**src/rtl/multi_gate_pipe.sv**
```systemverilog
// rtl/multi_gate_pipe.sv - two-stage pipelined multi-operand bitwise gate with handshakes
module multi_gate_pipe #(
   parameter int WIDTH   = 8,
   parameter int NUM_IN  = 2,
   parameter int COUNT_W = 16
) (
   input  logic                    clk,
   input  logic                    rst_n,
   input  logic                    in_valid,
   output logic                    in_ready,
   input  logic [NUM_IN*WIDTH-1:0] in_data,
   input  logic [2:0]              in_op,
   output logic                    out_valid,
   input  logic                    out_ready,
   output logic [WIDTH-1:0]        out_y,
   output logic [2:0]              out_op,
   output logic [COUNT_W-1:0]      op_count,
   output logic                    err
);

   localparam logic [2:0] OP_AND  = 3'b000;
   localparam logic [2:0] OP_OR   = 3'b001;
   localparam logic [2:0] OP_NAND = 3'b010;
   localparam logic [2:0] OP_NOR  = 3'b011;
   localparam logic [2:0] OP_XOR  = 3'b100;
   localparam logic [2:0] OP_XNOR = 3'b101;
   localparam logic [2:0] OP_NOT  = 3'b110;
   localparam logic [2:0] OP_ILL  = 3'b111;

   logic                    s1_valid;
   logic [NUM_IN*WIDTH-1:0] s1_data;
   logic [2:0]              s1_op;
   logic                    s2_adv;
   logic                    s1_adv;
   logic                    in_fire;
   logic                    out_fire;
   logic [WIDTH-1:0]        red_and;
   logic [WIDTH-1:0]        red_or;
   logic [WIDTH-1:0]        red_xor;
   logic [WIDTH-1:0]        result;

   // Pipeline flow control: a stage moves when it is empty or its consumer takes its beat.
   always_comb begin
      out_fire = out_valid & out_ready;
      s2_adv   = ~out_valid | out_ready;
      s1_adv   = ~s1_valid | s2_adv;
      in_ready = s1_adv & rst_n;
      in_fire  = in_valid & in_ready;
   end

   // Reduce all registered operands and pick the result for the registered op.
   always_comb begin
      red_and = '1;
      red_or  = '0;
      red_xor = '0;
      for (int k = 0; k < NUM_IN; k++) begin
         red_and = red_and & s1_data[k*WIDTH +: WIDTH];
         red_or  = red_or  | s1_data[k*WIDTH +: WIDTH];
         red_xor = red_xor ^ s1_data[k*WIDTH +: WIDTH];
      end
      case (s1_op)
         OP_AND:  result = red_and;
         OP_OR:   result = red_or;
         OP_NAND: result = ~red_and;
         OP_NOR:  result = ~red_or;
         OP_XOR:  result = red_xor;
         OP_XNOR: result = ~red_xor;
         OP_NOT:  result = ~s1_data[WIDTH-1:0];
         default: result = '0;
      endcase
   end

   // Stage 1: capture operands and op on an input handshake.
   always_ff @(posedge clk) begin
      if (!rst_n) begin
         s1_valid <= 1'b0;
         s1_data  <= '0;
         s1_op    <= '0;
      end else if (s1_adv) begin
         s1_valid <= in_valid;
         if (in_valid) begin
            s1_data <= in_data;
            s1_op   <= in_op;
         end
      end
   end

   // Stage 2: register the computed result; held while the output is stalled.
   always_ff @(posedge clk) begin
      if (!rst_n) begin
         out_valid <= 1'b0;
         out_y     <= '0;
         out_op    <= '0;
      end else if (s2_adv) begin
         out_valid <= s1_valid;
         if (s1_valid) begin
            out_y  <= result;
            out_op <= s1_op;
         end
      end
   end

   // Completed-output counter, saturating at all ones.
   always_ff @(posedge clk) begin
      if (!rst_n) begin
         op_count <= '0;
      end else if (out_fire && (op_count != {COUNT_W{1'b1}})) begin
         op_count <= op_count + COUNT_W'(1);
      end
   end

   // Sticky flag for any accepted illegal op.
   always_ff @(posedge clk) begin
      if (!rst_n) begin
         err <= 1'b0;
      end else if (in_fire && (in_op == OP_ILL)) begin
         err <= 1'b1;
      end
   end

endmodule

```
**config.mk**
```make
export PLATFORM = sky130hd
export DESIGN_NAME = multi_gate_pipe
export DESIGN_NICKNAME = d
export VERILOG_FILES = /design/src/rtl/multi_gate_pipe.sv
export SDC_FILE = /design/constraint.sdc
export NUM_CORES = 1
export LEC_CHECK = 0
export CAP_MARGIN = 20
export CELL_PAD_IN_SITES_DETAIL_PLACEMENT = 1
export CELL_PAD_IN_SITES_GLOBAL_PLACEMENT = 1
export CORE_ASPECT_RATIO = 1.5
export CORE_UTILIZATION = 35
export DETAILED_ROUTE_END_ITERATION = 7
export PLACE_DENSITY_LB_ADDON = 0.1
export REMOVE_ABC_BUFFERS = 1
export SLEW_MARGIN = 25
export SYNTH_ARGS = -nofsm -noshare
export SYNTH_HDL_FRONTEND = slang
export SYNTH_SLANG_ARGS = --single-unit
```
**constraint.sdc**
```tcl
create_clock -name clk -period 1.5 [get_ports clk]
set_clock_uncertainty 0.1 [all_clocks]
set_input_delay 0.375 -clock clk [delete_from_list [all_inputs] [get_ports clk]]
set_output_delay 0.375 -clock clk [all_outputs]
set_load 0.02 [all_outputs]
```
==> results.py <==
metrics = {
    "floorplanning": {
        "fp.dieH_um": 110,
        "dieArea_mm2": 0.00819,
        "die_w_um": 74.2,
        "rows": 39,
        "pin_count": 53,
        "initial_utilization_pct": 36.0,
        "coreArea_mm2": 0.00761,
    },
    "cts": {
        "numClockSinks": 49,
        "insertion_delay_ns": 0.29,
        "numCtsBuffers": 5,
        "root_buffer": "clkbuf_16",
        "cts_htree_levels": 2,
        "cts.path.max_buffers": 2,
        "path_clk_slew_ns": 0.07,
        "cts_tree": "yes",
    },
    "grt": {
        "grtUsageTotal_pct": 22.4,
        "grt_max_degree": 25,
        "grt.overflow.total": 0,
        "antenna_found_initial": 0,
        "grt_pass1_vias": 2825,
        "grt_pass1_wl_mm": 13.7,
    },
    "yosys": {
        "async_reset_ff_share_pct": 0,
        "netlist_area_mm2": 0.00274,
        "synth-edff-count": 0,
        "synth_top_flop_cell": "dfxtp_1",
        "synth-seq-cells": 49,
        "avgSynthCellArea_um2": 8.37,
        "yosys_warnings": 0,
        "netlist_instances": 327,
        "synth_seq_area_share_pct": 35.8,
        "synth_cell_type_count": 48,
    },
    "worst_setup_path": {
        "start_kind": "flop",
        "crit_type": "flop to flop",
        "slowest_stage": "dfxtp_2",
        "max_stage_delay_ns": 0.34,
        "cp_common_cell": "buf_6",
        "crit_chain": "nand4_1 > buf_6 > nor4_4 > buf_6 > nor3_4 > xor2_1 > and2_1",
        "cp_max_fo": 6,
        "arrival_ns": 1.75,
        "endpoint_kind": "flop",
        "worst_ep_required_time_ns": 1.59,
    },
    "timing": {
        "relSlewSlack_pct": 78.4,
        "setup_violations": 16,
        "hold_viol_final": 0,
        "setup_ws_ns": -0.155,
        "fin_crit_sh_pct": 110,
        "worstMarginPinSlew_ns": 0.324,
        "fmax_mhz": 604,
        "rsz0062_at_grt": "true",
        "final-max-slew-violation-count": 0,
        "fin_crit_ns": 1.66,
        "finalSetupTns_ns": -1.59,
        "whs_ns": 0.344,
    },
    "cells_and_area": {
        "layout.nets": 476,
        "antenna_cells": 0,
        "layout_commonest_cell": "nand2_1",
        "fillers": 869,
        "drive_gt1_share_pct": 38.7,
        "final_cell_mix": "nand2_1 (61), buf_4 (49), dfxtp_2 (25), dfxtp_1 (22), clkdlybuf4s50_1 (20)",
        "area_delta_synth_final_pct": 60.1,
        "final_core_util_pct": 57.6,
        "finalNonFillerCells": 539,
    },
    "route": {
        "drtIter0Drc": 80,
        "dr_total_vias": 2687,
        "ant_nets": 0,
        "first_pass_iters": 4,
        "vias_per_cell": 4.99,
        "totalWireLength_mm": 8.86,
        "post-route-drc-count": 0,
        "wl_per_cell_um": 16.4,
    },
    "place": {
        "dpl.hpwl_mm": 5.40,
        "place_worst_setup_slack_ns": -0.865,
        "dp_cells": 517,
        "gp_congestion": 0.702,
        "io_buffers": 52,
    },
    "power_and_ir_drop": {
        "peakVddDrop_mv": 0.454,
        "power.leakage_nw": 1.95,
        "power_density_mw_per_mm2": 707,
    },
    "run_status": {
        "status": "finished with violations",
        "violations": "setup timing",
    },
    "job": {
        "drv_cap": 0,
    },
    "hold_path": {
        "hold_path_class": "flop to flop",
    },
}
[synth_stat cells, types with 4 or more instances]
cell / instances / area [um^2]
nor3_1: 6 / 30.0
a21oi_1: 5 / 25.0
clkbuf_1: 11 / 41.3
nand2_1: 63 / 236
nor2_1: 6 / 22.5
nor2b_1: 5 / 31.3
a21boi_0: 18 / 135
o21ai_0: 25 / 125
xor2_1: 13 / 114
mux2i_1: 11 / 110
inv_1: 17 / 63.8
buf_2: 5 / 25.0
nand2b_1: 6 / 37.5
o221ai_1: 4 / 35.0
nand3_1: 8 / 40.0
dfxtp_1: 49 / 981
ha_1: 17 / 213
and2_1: 12 / 75.1
xnor2_1: 8 / 70.1
[routing by layer]
layer | up-vias | track usage (%) | wire [um]
met2 | 41 | 43.8 | 5030
met4 | 0 | 7.68 | 170
met3 | 11 | 3.91 | 224
li1 | 1334 | - | -
met5 | - | 0 | 0
met1 | 1301 | 23.3 | 3430
[worst max-delay path: cells and delay by family (launching register included)]
kind / cells / cell delay (ns)
AND/OR/NAND/NOR: 4 / 0.60
buffers and inverters: 2 / 0.37
flip-flops: 1 / 0.34
XOR/XNOR: 1 / 0.13
[what timing repair did]
item / CTS / global route
resized for setup: 168 / 45
cloned: 1 / 0
setup buffers: 11 / 5
pin swaps: 33 / 12
hold buffers: 0 / 0
setup endpoints to repair: 76 / 33
[sequential cells by signal, summed over array words and instances, names as in the netlist]
register	cells
s1_op	3
op_count	16
s1_data	16
out_op	3
out_valid	1
out_y	8
err	1
s1_valid	1
[power breakdown]
part | internal [W] | switching (W)
clock | 0.000615 | 0.000525
sequential | 0.00135 | 0.0000390
combinational | 0.000302 | 0.000270
total | 0.00227 | 0.000833
[cell type report]
cell class / instances / area (um^2) / share of cell area, %
multi-input combinational: 243 / 1930 / 44.0
timing repair buffer: 120 / 1100 / 25.2
sequential: 49 / 1020 / 23.3
clock buffer: 6 / 129 / 2.94
tap: 102 / 128 / 2.91
inverter: 17 / 63.8 / 1.46
clock inverter: 2 / 10.0 / 0.228
[path summary, 6_finish.rpt]
check / from / endpoint / slack [ns] / depth (start not counted)
max: op_count[15] / op_count[7] / -0.16 / 7
min: out_y[1] / out_y[1] / 0.34 / 2
max reg2reg: op_count[15] / op_count[7] / -0.16 / 7
min reg2reg: out_y[1] / out_y[1] / 0.34 / 2
[metrics by stage]
| stage | cell area [um^2] | total power, W |
|---|---|---|
| final | 4380 | 0.00310 |
| after global routing | 4380 | 0.00323 |
| after CTS | 4240 | 0.00309 |
| after detailed placement | 3760 | 0.00193 |
| after global placement | 3760 | 0.00191 |
| after floorplan | 2650 | 0.00166 |
[cells by family (layout without fill, tap and decap cells)]
group	after synthesis	in the layout	share of synthesized area, %
compound gates	69	69	16.5
xor+xnor	21	21	6.72
fa+ha+maj	17	17	7.77
buf+inv	35	145	5.44
flops	49	49	35.8
mux	12	12	4.43
simple gates	124	124	23.3
No activity file was read; power rests on OpenSTA's default activity.
